==> config.mk <==
export PLATFORM = sky130hd
export DESIGN_NAME = seg7_signed_display
export DESIGN_NICKNAME = d
export VERILOG_FILES = /design/src/rtl/seg7_pkg.sv /design/src/rtl/seg7_bcd_converter.sv /design/src/rtl/seg7_signed_display.sv
export SDC_FILE = /design/constraint.sdc
export NUM_CORES = 1
export LEC_CHECK = 0
export ABC_AREA = 1
export BUFFER_PORTS_ARGS = -buffer_cell sky130_fd_sc_hd__buf_2
export CORE_AREA = 5 5 125 103
export CTS_CLUSTER_SIZE = 30
export DETAILED_ROUTE_END_ITERATION = 8
export DIE_AREA = 0 0 130 108
export PLACE_DENSITY_LB_ADDON = 0.05
export RECOVER_POWER = 100
export SYNTH_ARGS = -nofsm -noshare
export SYNTH_HDL_FRONTEND = slang
export SYNTH_SLANG_ARGS = --single-unit
==> constraint.sdc <==
create_clock -name clk -period 8.6 [get_ports clk]
set_clock_uncertainty 0.2 [all_clocks]
set_input_delay 1.72 -clock clk [delete_from_list [all_inputs] [get_ports clk]]
set_output_delay 1.72 -clock clk [all_outputs]
set_load 0.01 [all_outputs]
==> src/rtl/seg7_pkg.sv <==
// Shared segment encodings, conversion FSM states and the BCD-to-segment lookup
// for the signed seven-segment display.
package seg7_pkg;

  localparam logic [6:0] SEG_BLANK = 7'b1111111;
  localparam logic [6:0] SEG_MINUS = 7'b0111111;
  localparam logic [6:0] SEG_E     = 7'b0000110;

  typedef enum logic [1:0] {IDLE, CONVERT, COMMIT} conv_state_t;

  // Segment order is {g,f,e,d,c,b,a}, active-low; invalid BCD codes show E.
  function automatic logic [6:0] digit_to_seg(input logic [3:0] d);
    logic [6:0] s;
    case (d)
      4'd0:    s = 7'b1000000;
      4'd1:    s = 7'b1111001;
      4'd2:    s = 7'b0100100;
      4'd3:    s = 7'b0110000;
      4'd4:    s = 7'b0011001;
      4'd5:    s = 7'b0010010;
      4'd6:    s = 7'b0000010;
      4'd7:    s = 7'b1111000;
      4'd8:    s = 7'b0000000;
      4'd9:    s = 7'b0011000;
      default: s = SEG_E;
    endcase
    return s;
  endfunction

endpackage

==> src/rtl/seg7_bcd_converter.sv <==
// Sequential binary-to-BCD converter (double dabble), one iteration per clock,
// followed by a single COMMIT cycle in which bcd holds the final result.
module seg7_bcd_converter
  import seg7_pkg::*;
#(
  parameter int WIDTH = 8,
  parameter int NBCD  = (WIDTH * 301) / 1000 + 1
) (
  input  logic                clk,
  input  logic                rst,
  input  logic                start,
  input  logic [WIDTH-1:0]    bin,
  output logic                busy,
  output logic                done,
  output logic [4*NBCD-1:0]   bcd
);

  localparam int CW = $clog2(WIDTH + 1);
  localparam int SW = 4 * NBCD + WIDTH;

  conv_state_t   state, state_next;
  logic [SW-1:0] shreg;
  logic [SW-1:0] adj;
  logic [CW-1:0] iter;

  always_ff @(posedge clk or posedge rst) begin
    if (rst) state <= IDLE;
    else     state <= state_next;
  end

  always_comb begin
    state_next = state;
    case (state)
      IDLE:    if (start) state_next = CONVERT;
      CONVERT: if (iter == CW'(WIDTH - 1)) state_next = COMMIT;
      COMMIT:  state_next = IDLE;
      default: state_next = IDLE;
    endcase
  end

  always_comb begin
    busy = (state != IDLE);
    done = (state == COMMIT);
  end

  // Every BCD nibble of 5 or more is corrected by +3 before the shift.
  always_comb begin
    adj = shreg;
    for (int i = 0; i < NBCD; i++) begin
      if (adj[WIDTH + 4*i +: 4] >= 4'd5)
        adj[WIDTH + 4*i +: 4] = adj[WIDTH + 4*i +: 4] + 4'd3;
    end
  end

  always_ff @(posedge clk or posedge rst) begin
    if (rst) begin
      shreg <= '0;
      iter  <= '0;
    end else if (state == IDLE && start) begin
      shreg <= {{(4*NBCD){1'b0}}, bin};
      iter  <= '0;
    end else if (state == CONVERT) begin
      shreg <= {adj[SW-2:0], 1'b0};
      iter  <= iter + CW'(1);
    end
  end

  assign bcd = shreg[SW-1:WIDTH];

endmodule

==> src/rtl/seg7_signed_display.sv <==
// Multiplexed seven-segment driver for a signed value: sign/magnitude capture,
// digit formatting (blanking, minus, overflow) and the anode scan.
module seg7_signed_display
  import seg7_pkg::*;
#(
  parameter int WIDTH       = 8,
  parameter int DIGITS      = 4,
  parameter int REFRESH_DIV = 100000
) (
  input  logic              clk,
  input  logic              rst,
  input  logic [WIDTH-1:0]  value,
  input  logic              load,
  output logic              busy,
  output logic              overflow,
  output logic [DIGITS-1:0] an,
  output logic [6:0]        seg
);

  localparam int NBCD = (WIDTH * 301) / 1000 + 1;
  localparam int MAXD = (DIGITS > NBCD) ? DIGITS : NBCD;
  localparam int RW   = $clog2(REFRESH_DIV);
  localparam int IW   = (DIGITS > 1) ? $clog2(DIGITS) : 1;

  logic                 conv_busy;
  logic                 conv_done;
  logic [4*NBCD-1:0]    bcd;
  logic [4*MAXD-1:0]    bcd_pad;
  logic [WIDTH-1:0]     mag;
  logic                 sign_q;
  logic                 ovf_q;
  int                   nsig;
  logic                 fmt_ovf;
  logic [6:0]           fmt_codes [DIGITS];
  logic [6:0]           disp      [DIGITS];
  logic [6:0]           disp_next [DIGITS];
  logic [RW-1:0]        cnt;
  logic [IW-1:0]        idx;
  logic [IW-1:0]        idx_next;
  logic                 wrap;

  // Negating the most negative value wraps back to 2^(WIDTH-1), which is the
  // correct unsigned magnitude.
  assign mag = value[WIDTH-1] ? (~value + {{(WIDTH-1){1'b0}}, 1'b1}) : value;

  seg7_bcd_converter #(
    .WIDTH (WIDTH),
    .NBCD  (NBCD)
  ) u_conv (
    .clk   (clk),
    .rst   (rst),
    .start (load),
    .bin   (mag),
    .busy  (conv_busy),
    .done  (conv_done),
    .bcd   (bcd)
  );

  assign busy     = conv_busy;
  assign overflow = ovf_q;
  assign bcd_pad  = (4*MAXD)'(bcd);

  always_ff @(posedge clk or posedge rst) begin
    if (rst)                      sign_q <= 1'b0;
    else if (load && !conv_busy)  sign_q <= value[WIDTH-1];
  end

  // A zero value still counts one significant digit so that "0" is shown.
  always_comb begin
    nsig = 1;
    for (int i = 0; i < NBCD; i++) begin
      if (bcd_pad[4*i +: 4] != 4'd0) nsig = i + 1;
    end
    fmt_ovf = (nsig + int'(sign_q)) > DIGITS;
    for (int i = 0; i < DIGITS; i++) begin
      fmt_codes[i] = SEG_BLANK;
      if (fmt_ovf)                  fmt_codes[i] = SEG_E;
      else if (i < nsig)            fmt_codes[i] = digit_to_seg(bcd_pad[4*i +: 4]);
      else if (i == nsig && sign_q) fmt_codes[i] = SEG_MINUS;
    end
  end

  always_comb begin
    for (int i = 0; i < DIGITS; i++) begin
      disp_next[i] = conv_done ? fmt_codes[i] : disp[i];
    end
  end

  always_ff @(posedge clk or posedge rst) begin
    if (rst) begin
      ovf_q <= 1'b0;
      for (int i = 0; i < DIGITS; i++) begin
        disp[i] <= (i == 0) ? digit_to_seg(4'd0) : SEG_BLANK;
      end
    end else if (conv_done) begin
      ovf_q <= fmt_ovf;
      for (int i = 0; i < DIGITS; i++) begin
        disp[i] <= fmt_codes[i];
      end
    end
  end

  assign wrap = (cnt == RW'(REFRESH_DIV - 1));

  always_comb begin
    idx_next = idx;
    if (wrap) idx_next = (idx == IW'(DIGITS - 1)) ? '0 : idx + IW'(1);
  end

  // an and seg are both derived from next-cycle state so they always switch together.
  always_ff @(posedge clk or posedge rst) begin
    if (rst) begin
      cnt <= '0;
      idx <= '0;
      an  <= '1;
      seg <= SEG_BLANK;
    end else begin
      cnt <= wrap ? '0 : cnt + RW'(1);
      idx <= idx_next;
      an  <= ~(DIGITS'(1) << idx_next);
      seg <= disp_next[idx_next];
    end
  end

endmodule
# After elaboration in Yosys (flattened, before gate mapping)
# Memories as Yosys holds them, arrays and structs flattened.
# Cells that the tools add are included.
[word_totals]
reg_bits = 86
mem_bits_ro = 448
inputBits = 11
output_inout_bits = 13
elab_cells = 97
memories = 4
[op_classes]
add_sub_neg = 8
n_lt_le_gt_ge = 9
n_eq_ne = 10
shifts = 1
n_mux = 35
bitwise = 3
reduce_logical = 14
[memory_table]
columns = ["name", "depth", "width", "rd", "rd_ports_with_merged_regs", "wr", "line", "text"]
rows = [
  ["(name not given)", 16, 7, 1, 0, 0, "seg7_pkg.sv:14", "case (d)"],
  ["(name not given)", 16, 7, 1, 0, 0, "seg7_pkg.sv:14", ""],
  ["(name not given)", 16, 7, 1, 0, 0, "seg7_pkg.sv:14", ""],
  ["(name not given)", 16, 7, 1, 0, 0, "seg7_pkg.sv:14", ""],
]
[ops]
columns = ["cell", "n"]
rows = [
  ["7-bit two-way mux", 18],
  ["3-bit by 32-bit equality test with 1-bit output, first input constant", 2],
  ["3-bit by 32-bit < comparator with 1-bit output, first input constant", 2],
  ["20-bit two-way mux", 2],
  ["32-bit by 2-bit adder with 32-bit output", 1],
  ["2-bit by 32-bit equality test with 1-bit output, first input constant", 1],
  ["32-bit by 4-bit greater-than comparator with 1-bit output, second input constant", 1],
  ["32-bit zero test", 1],
  ["1-bit by 32-bit < comparator with 1-bit output, first input constant", 1],
  ["2-bit by 32-bit < comparator with 1-bit output, first input constant", 1],
  ["32-bit two-way mux", 1],
  ["17-bit by 1-bit adder with 17-bit output, second input constant", 1],
  ["17-bit equality test, second input constant", 1],
  ["17-bit two-way mux", 1],
  ["4-bit two-way mux", 4],
  ["7-bit binary-select mux with 2-bit select", 1],
  ["4-bit by 3-bit >= comparator with 1-bit output, second input constant", 3],
  ["2-bit two-way mux", 5],
  ["4-bit by 2-bit adder with 4-bit output, second input constant", 2],
  ["8-bit by 1-bit adder with 8-bit output, second input constant", 1],
  ["8-bit two-way mux", 1],
  ["8-bit NOT", 1],
  ["4-bit nonzero test", 2],
  ["1-bit logical AND", 6],
  ["18 further kinds", 20],
]

# Logic depth before layout (Yosys ltp)
# Gate-level depths: netlist (run 1).
[depth]
word_depth = 12
ltp_mapped = 13
mapped_depth_nobuf = 12

# Hierarchy
# Synthesis (run 1) repeated with hierarchy kept, for this count alone.
[unflattened]
hier_cells = 598
area_unflattened_um2 = 4700.8
[by_module_without_submodules]
columns = ["module", "instances", "cells_per_inst", "area_per_inst_um2", "seq_area_each_um2"]
rows = [
  ["seg7_signed_display", 1, 423, 3310.7, 1411.4],
  ["seg7_bcd_converter", 1, 175, 1390.1, 650.6],
]

# Least setup slack after synthesis (run 1)
# No wires, ideal clock.
[synth_path]
path_type = "input to register"
from = "input port load"
to = "register u_conv.shreg[15]"
setup_ns = 0.141
t_arrival_ns = 2.404
required_time_ns = 8.259
setup_slack_ns = 5.855
path_stages = 4
path_buffers = 1
cell_sequence = "nand3_2 > nand2_1 > clkbuf_1 > o22ai_1"
[synth_between]
elab_chain_cells = 2
word_cells_on_any_way = 3
cone_classes = "1 x mux; 2 x reduce/logical"
[synth_lines]
columns = ["item", "line", "text"]
rows = [
  ["start, declared", "seg7_signed_display.sv:13", "input logic load,"],
  ["1-bit logical AND (*)", "seg7_bcd_converter.sv:59", "end else if (state == IDLE && start) begin"],
  ["20-bit two-way mux or 2-bit nonzero test (tied branches)", "--", ""],
  ["end signal, assigned", "seg7_bcd_converter.sv:60", "shreg <= {{(4*NBCD){1'b0}}, bin};"],
  ["end signal, assigned", "seg7_bcd_converter.sv:63", "shreg <= {adj[SW-2:0], 1'b0};"],
  ["end, declared", "seg7_bcd_converter.sv:22", "logic [SW-1:0] shreg;"],
]
# Mark *: on every way between the ends. The rest lies on a longest branch, timed or not.
# A chain may end at the register's enable or synchronous reset.

# Worst setup path in the final report (run 1)
[layout_path]
from = "input port load"
to = "register u_conv.shreg[5]"
# Same word-level chain as after synthesis.

==> flow_summary_export.csv, run 1 <==
group,metric,value,unit
outcome,status,"completed",
clock_network,post-cts-setup-buffer-count,0,
flow_run,drv_cap,0,
detailed_routing,routed-via-count,3645,
synth,ys_seq_area_share,46.0,%
cells_and_area,final_area,0.00496,mm2
detailed_routing,wirelength,10.4,mm
timing,maxSlewHeadroom,31.2,%
synth,syn_nets,601,
detailed_routing,first_iter_violations,188,
clock_network,postCtsHoldBufs,0,
timing,fmax,320,MHz
worst_setup_path,ff2ff_setup_slack,5590,ps
cells_and_area,final_nets,624,
floorplan,io_pins,24,
global_routing,grt_overflow,0,
placement,preCtsSetupSlack,5240,ps
worst_setup_path,crit_chain,"buf_2 > nand3_1 > nand2_1 > inv_1 > a22oi_1 > o21ai_0",
global_routing,grt_pass1_wl,17.7,mm
placement,hpwl,7.43,mm
cells_and_area,fin_util,43.5,%
placement,place_inst,728,
min_path,hold_class,"flip-flop to flip-flop",
cells_and_area,num_antenna_cells,0,
clock_network,path_clk_slew,60,ps
global_routing,grt_pass1_vias,3450,
clock_network,cts_buffer_depth,2,
synth,ys_types,32,
cells_and_area,syn_to_final_growth,10.5,%
synth,async_flop_share,100,%
cells_and_area,drive_gt1_share,10.7,%
clock_network,clkSinkCount,81,
worst_setup_path,slowest_delay,560,ps
clock_network,cts_max_level,3,
timing,tightest_slew,1030,ps
global_routing,grt_max_degree,82,
global_routing,grt_usage,15.9,%
placement,place_area,0.00473,mm2
worst_setup_path,cpMaxStageDelayCell,"nand2_1",
synth,ys.flop_type,"dfrtp_1",
global_routing,antenna_found_initial,0,
timing,setup_violations,0,
placement,port_buffers,23,
floorplan,coreArea,0.0114,mm2
detailed_routing,drt_pass1_iterations,7,
timing,period_share,36.3,%
floorplan,dieHeight,108,um
floorplan,die_x,130,um
detailed_routing,antenna_left,0,
clock_network,cts_buffers,9,
pwr,p_per_area,322,mW/mm2
detailed_routing,drc_errors,0,
cells_and_area,stdcell_count,744,
worst_setup_path,worstSetupEndpointType,"flip-flop",
synth,synth_edf_count,0,
synth,syn_avg_cell_area,7.90,um2
timing,whs,267,ps
clock_network,cts_root_buf,"clkbuf_16",
floorplan,rows,35,
clock_network,insertion_delay,330,ps
timing,hold_viol_final,0,
floorplan,die_area,0.0140,mm2
synth,syn_area,0.00449,mm2
detailed_routing,viasPerCell,4.90,
floorplan,start_util,39.4,%
synth,syn-instance-count,568,
synth,yosysWarnings,0,
worst_setup_path,crit_required,8610,ps
pwr,power,1.59,mW
placement,gp_congestion,0.811,
worst_setup_path,critPathLaunchType,"input port",
clock_network,post_cts_resized,0,
timing,period_needed,3120,ps
clock_network,cts_tree,"yes",
detailed_routing,wl_per_cell,14.0,um
timing,tns,0,ps
worst_setup_path,cp_max_fo,18,
pwr,max-vdd-ir-drop,0.154,mV
timing,rsz0062_at_grt,"false",
timing,fin_ws,5480,ps
worst_setup_path,critical-path-top-delay-family,"simple AND/OR/NAND/NOR gates",
synth,ys_seq_elements,81,
timing,final_max_slew_viol_count,0,
worst_setup_path,worst-setup-path-type,"input port to flip-flop",
worst_setup_path,crit_arrival,3140,ps
pwr,p_leak,2.46,nW
worst_setup_path,crit_buf_inv,2,
[power by group]
| group | internal [mW] | switching [mW] | leakage [nW] |
|---|---|---|---|
| logic | 0.204 | 0.377 | 1.33 |
| clock network | 0.241 | 0.154 | 0.155 |
| registers | 0.530 | 0.0874 | 0.969 |
| total | 0.975 | 0.619 | 2.46 |
[metal layers]
layer  vias to the layer above  track usage [%]  wire [um]
li1                       1875                -          -
met3                        14             3.90        497
met1                      1673             24.1       5390
met4                         0             4.53        134
met5                         -                0          0
met2                        83             22.4       4400
[layout by cell type, fill, tap and decap left out, types with 2 or more instances in the layout]
cell,synthesis,final
nand2_1,143,149
inv_1,67,71
nor2_1,59,62
dfrtp_1,53,53
nand3_1,44,45
o21ai_0,44,44
dfstp_2,28,28
a21oi_1,26,26
ha_1,22,22
clkbuf_1,6,14
clkbuf_16,0,10
buf_2,5,10
nor3_1,8,8
xor2_1,7,7
o22ai_1,6,6
nand4_1,6,6
o31ai_1,3,3
or2_2,3,3
o221ai_1,3,3
a22oi_1,3,3
clkinv_2,0,3
nor2_2,3,2
nand3b_1,2,2
o211ai_1,2,2
nor4_1,2,2
xnor2_1,2,2
buf_4,0,2
[cell type report]
type	count	area, um2
Multi-Input combinational cell	401	2020
Fill cell	1171	6430
Clock buffer	11	254
Tap cell	148	185
Clock inverter	5	51.3
Inverter	73	275
Sequential cell	81	2060
Timing Repair Buffer	25	114
[logic make-up (layout without fill, tap and decap cells)]
kind of cell | count (synthesis) | after routing | synth area share (%)
simple gates | 281 | 281 | 27.5
xor+xnor | 9 | 9 | 1.76
buf+inv | 86 | 114 | 7.67
fa+ha+maj | 22 | 22 | 6.13
compound gates | 89 | 89 | 11.0
flops | 81 | 81 | 46.0
[synth_stat cells (7+ instances only)]
cell type | count | share of area, %
nand2_1 | 143 | 12
inv_1 | 67 | 5.6
nor2_1 | 59 | 4.9
dfrtp_1 | 53 | 30
nand3_1 | 44 | 4.9
o21ai_0 | 44 | 4.9
dfstp_2 | 28 | 16
a21oi_1 | 26 | 2.9
ha_1 | 22 | 6.1
nor3_1 | 8 | 0.89
xor2_1 | 7 | 1.4
[final timing paths]
check | cells past startpoint | end | startpoint
max in group asynchronous | 3 | idx[0]$_DFF_PP0_ | rst
min in group asynchronous | 3 | cnt[2]$_DFF_PP0_ | rst
hold reg to reg | 1 | cnt[0]$_DFF_PP0_ | cnt[0]$_DFF_PP0_
setup / recovery | 6 | u_conv.shreg[5]$_DFFE_PP0P_ | load
setup reg to reg | 12 | seg[3]$_DFF_PP1_ | cnt[0]$_DFF_PP0_
hold / removal | 1 | cnt[0]$_DFF_PP0_ | cnt[0]$_DFF_PP0_
[sequential cells by signal, indices dropped and copies added (netlist names)]
register and cells:
disp 23, seg 7, overflow 1, sign_q 1
u_conv.state 2, cnt 17, u_conv.iter 4, an 4
u_conv.shreg 20, idx 2
(Power assumes the default switching activity.)
==> run 2: changes to the inputs <==
Clock period 8.6 ns to 3.2 ns, I/O delays scaled along.
==> flow_summary_export.csv, run 2 (same netlist as run 1, synthesis figures left out) <==
group,metric,value,unit
global_routing,grt_max_degree,46,
detailed_routing,viasPerCell,5.03,
cells_and_area,top_register,"disp",
placement,place_area,0.00475,mm2
timing,maxSlewHeadroom,-19.6,%
worst_setup_path,cp_max_fo,12,
floorplan,io_pins,24,
cells_and_area,largest_register_ffs,23,
global_routing,grt_pass1_vias,3593,
cells_and_area,drive_gt1_share,11.6,%
clock_network,cts_buffers,9,
floorplan,start_util,39.4,%
detailed_routing,drt_pass1_iterations,5,
cells_and_area,stdcell_count,744,
cells_and_area,final_cell_mix,"146 x nand2_1, 69 x inv_1, 61 x nor2_1, 53 x dfrtp_1, 45 x nand3_1",
timing,setup_violations,0,
detailed_routing,wirelength,10.4,mm
global_routing,antenna_found_initial,0,
detailed_routing,routed-via-count,3745,
placement,preCtsSetupSlack,1020,ps
placement,hpwl,7.60,mm
global_routing,grt_usage,16.0,%
placement,place_inst,729,
detailed_routing,first_iter_violations,261,
worst_setup_path,reg2reg_to,"seg[1]$_DFF_PP1_",
floorplan,rows,35,
cells_and_area,syn_to_final_growth,11.7,%
pwr,max-vdd-ir-drop,0.303,mV
detailed_routing,drc_errors,0,
clock_network,postCtsHoldBufs,0,
worst_setup_path,cp-endpoint,"seg[1]$_DFF_PP1_",
timing,period_needed,2560,ps
min_path,hold_class,"flip-flop to flip-flop",
clock_network,clkSinkCount,81,
pwr,p_leak,2.46,nW
cells_and_area,num_antenna_cells,0,
outcome,status,"finished, violations left",
clock_network,cts_buffer_depth,2,
floorplan,die_x,130,um
timing,fmax,391,MHz
detailed_routing,wl_per_cell,14.0,um
outcome,violations,"capacitance limit, slew limit",
clock_network,cts_tree,"yes",
timing,fin_ws,641,ps
worst_setup_path,ff2ff_path_depth,11,
timing,tightest_slew,1780,ps
worst_setup_path,worstReg2RegStart,"cnt[0]$_DFF_PP0_",
cells_and_area,final_common_cell,"nand2_1",
timing,tns,0,ps
clock_network,insertion_delay,330,ps
worst_setup_path,worst-setup-path-type,"flip-flop to flip-flop",
worst_setup_path,crit_arrival,2630,ps
timing,final_max_slew_viol_count,37,
clock_network,post-cts-setup-buffer-count,0,
clock_network,cts_root_buf,"clkbuf_16",
timing,hold_viol_final,0,
timing,period_share,80.0,%
floorplan,die_area,0.0140,mm2
timing,whs,273,ps
floorplan,dieHeight,108,um
worst_setup_path,crit_start,"cnt[0]$_DFF_PP0_",
min_path,hp-start,"cnt[0]$_DFF_PP0_",
flow_run,drv_cap,1,
cells_and_area,reg_top3,"disp x23, u_conv.shreg x20, cnt x17",
global_routing,grt_overflow,0,
clock_network,cts_max_level,3,
timing,rsz0062_at_grt,"false",
placement,gp_congestion,0.824,
pwr,p_per_area,856,mW/mm2
cells_and_area,final_area,0.00501,mm2
worst_setup_path,ff2ff_setup_slack,640,ps
global_routing,grt_pass1_wl,17.9,mm
floorplan,coreArea,0.0114,mm2
worst_setup_path,crit_required,3270,ps
worst_setup_path,worstSetupEndpointType,"flip-flop",
cells_and_area,final_nets,625,
placement,port_buffers,23,
clock_network,path_clk_slew,60,ps
worst_setup_path,critPathLaunchType,"flip-flop",
clock_network,post_cts_resized,0,
detailed_routing,antenna_left,0,
## run 2: cell type report
cell class	instances	area, um2
clock buffers	14	307
clock inverters	1	5.00
fillers	1158	6370
inverters	73	275
multi-input cells	401	2050
flip-flops and latches	81	2060
well taps	148	185
repair buffers	26	130
## run 2: worst min path at each step
stage / depth (start not counted) / end
finish: 1 / cnt[0]$_DFF_PP0_
global route: 1 / cnt[0]$_DFF_PP0_
CTS: 2 / cnt[2]$_DFF_PP0_
detailed placement: 1 / cnt[0]$_DFF_PP0_
global placement: 1 / cnt[0]$_DFF_PP0_
floorplan: 1 / cnt[0]$_DFF_PP0_
## run 2: per-layer routing
metal  GRT usage, %  share of wire (%)  vias to the layer above
li1               -                  -                     1874
met1           23.4                 49                     1769
met3           3.41                4.2                       15
met2           23.6                 45                       87
met5              0                  0                        -
met4           5.42                1.6                        0
## run 2: through the flow
| step | power, mW | utilization [%] |
|---|---|---|
| after global placement | 3.29 | 41.7 |
| after global routing | 4.68 | 44.0 |
| after floorplan | 2.80 | - |
| after detailed placement | 3.28 | 41.7 |
| final | 4.29 | 44.0 |
| after CTS | 4.35 | 44.5 |
## run 2: where the power goes
| part | internal (mW) | switching (mW) |
|---|---|---|
| Combinational | 0.556 | 1.03 |
| Sequential | 1.42 | 0.226 |
| Clock | 0.657 | 0.394 |
## run 2: worst max-delay path, cell delays in order, from the launching register on
cell	delay, ps
dfrtp_1	370
ha_1	170
nand2_1	70
nor2_1	340
inv_1	230
nor2_8	140
nand2_1	150
nand2_1	90
nand2_1	270
inv_2	280
nand2_1	80
nand3_1	90
==> run 3: changes to the inputs <==
Clock period 3.2 ns to 2.4 ns, I/O delays scaled along.
==> flow_summary_export.csv, run 3 (same netlist as run 1, synthesis figures left out) <==
group,metric,value,unit
cells_and_area,fin_util,44.4,%
cells_and_area,drive_gt1_share,12.3,%
detailed_routing,drc_errors,0,
placement,port_buffers,23,
detailed_routing,drt_pass1_iterations,4,
timing,rsz0062_at_grt,"false",
min_path,hp-start,"value[6]",
worst_setup_path,crit_arrival,2250,ps
worst_setup_path,worst-setup-path-type,"flip-flop to flip-flop",
timing,period_share,90.1,%
pwr,p_leak,2.49,nW
placement,hpwl,7.68,mm
detailed_routing,routed-via-count,3728,
pwr,max-vdd-ir-drop,0.502,mV
floorplan,die_x,130,um
pwr,p_per_area,1150,mW/mm2
timing,tightest_slew,1110,ps
clock_network,clkSinkCount,81,
timing,tns,0,ps
clock_network,cts_root_buf,"clkbuf_16",
cells_and_area,multi_input_area,0.00207,mm2
timing,maxSlewHeadroom,25.9,%
worst_setup_path,worstReg2RegStart,"cnt[0]$_DFF_PP0_",
cells_and_area,final_common_cell,"nand2_1",
cells_and_area,seqCellArea,0.00206,mm2
detailed_routing,wl_per_cell,14.1,um
cells_and_area,final_nets,630,
floorplan,io_pins,24,
timing,setup_violations,0,
worst_setup_path,worstSetupEndpointType,"flip-flop",
timing,period_needed,2160,ps
min_path,hold_class,"input port to flip-flop",
placement,preCtsSetupSlack,191,ps
global_routing,grt_pass1_wl,18.4,mm
global_routing,antenna_found_initial,0,
cells_and_area,top_register,"disp",
worst_setup_path,critPathLaunchType,"flip-flop",
outcome,status,"completed",
cells_and_area,final_cell_mix,"145 x nand2_1, 67 x inv_1, 60 x nor2_1, 53 x dfrtp_1, 45 x nand3_1",
floorplan,coreArea,0.0114,mm2
cells_and_area,num_antenna_cells,0,
cells_and_area,fillers,1209,
placement,gp_congestion,0.825,
detailed_routing,viasPerCell,4.97,
clock_network,postCtsHoldBufs,0,
detailed_routing,wirelength,10.6,mm
flow_run,drv_cap,0,
timing,fmax,462,MHz
timing,final_max_slew_viol_count,0,
cells_and_area,largest_register_ffs,23,
global_routing,grt_usage,16.4,%
floorplan,die_area,0.0140,mm2
floorplan,dieHeight,108,um
clock_network,cts_buffer_depth,2,
floorplan,start_util,39.4,%
worst_setup_path,cp_max_fo,13,
timing,hold_viol_final,0,
global_routing,grt_overflow,0,
clock_network,path_clk_slew,60,ps
cells_and_area,reg_top3,"disp x23, u_conv.shreg x20, cnt x17",
cells_and_area,syn_to_final_growth,12.6,%
timing,fin_ws,237,ps
clock_network,insertion_delay,340,ps
clock_network,cts_max_level,3,
clock_network,cts_tree,"yes",
detailed_routing,antenna_left,0,
global_routing,grt_pass1_vias,3698,
floorplan,rows,35,
worst_setup_path,crit_required,2480,ps
worst_setup_path,crit_start,"cnt[0]$_DFF_PP0_",
clock_network,cts_buffers,9,
clock_network,post-cts-setup-buffer-count,0,
global_routing,grt_max_degree,82,
detailed_routing,first_iter_violations,246,
## run 3: changes by cell type in the layout (fill, tap and decap cells not counted), moves of 2 or more
cell / delta
clkbuf_1: +5
clkbuf_8: -2
clkinvlp_4: +3
inv_1: -2
inv_6: +2
## run 3: metal layers
| metal | wire [um] | vias up | global-route usage (%) |
|---|---|---|---|
| met1 | 5350 | 1765 | 23.1 |
| met3 | 404 | 11 | 4.00 |
| met2 | 4660 | 62 | 25.4 |
| met4 | 142 | 0 | 3.86 |
| li1 | - | 1890 | - |
| met5 | 0 | - | 0 |
## run 3: path summary, 6_finish.rpt
kind / end / slack (ps) / depth (start not counted)
setup / recovery: seg[4]$_DFF_PP1_ / 240 / 11
hold / removal: u_conv.shreg[7]$_DFFE_PP0P_ / 240 / 4
setup reg to reg: seg[4]$_DFF_PP1_ / 240 / 11
hold reg to reg: cnt[0]$_DFF_PP0_ / 260 / 1
max in group asynchronous: idx[1]$_DFF_PP0_ / 970 / 3
min in group asynchronous: u_conv.iter[3]$_DFFE_PP0P_ / 350 / 3
## run 3: critical path, stage by stage, from the launching register on
cell     delay (ps)
dfrtp_1         370
ha_1            190
nand2_2         110
nor2_8          150
inv_2            80
nor2_8          110
nand3_2         270
nand2_4         280
nand2_1         140
nand2_1          90
nand2_1          50
nand2_1          60
## run 3: final cells by class
type / instances / area share, %
sequential: 81 / 40.8
inverter: 73 / 5.55
timing repair buffer: 31 / 2.67
tap: 148 / 3.67
clock buffer: 10 / 4.95
multi-input combinational: 401 / 40.9
clock inverter: 6 / 1.41
## run 3: per-stage QoR
step / total power [mW] / std cells / cell area [um2] / hold slack [ps]
3_5_place_dp: 4.40 / 734 / 4790 / 257
2_1_floorplan: 3.74 / 568 / 4490 / 231
5_1_grt: 6.33 / 750 / 5050 / 248
3_3_place_gp: 4.41 / 734 / 4790 / 249
6_report: 5.79 / 750 / 5050 / 242
4_1_cts: 5.90 / 750 / 5110 / 72.9
## run 3: repair_timing
item	4_1_cts	5_1_grt
hold endpoints to repair	0	0
endpoints found under the setup margin	0	1
resized for setup	0	1
## run 3: where the power goes
part	total, mW	switching (mW)	internal, mW
Sequential	2.20	0.300	1.90
Clock	1.46	0.581	0.878
Combinational	2.13	1.38	0.743
Total	5.79	2.27	3.52
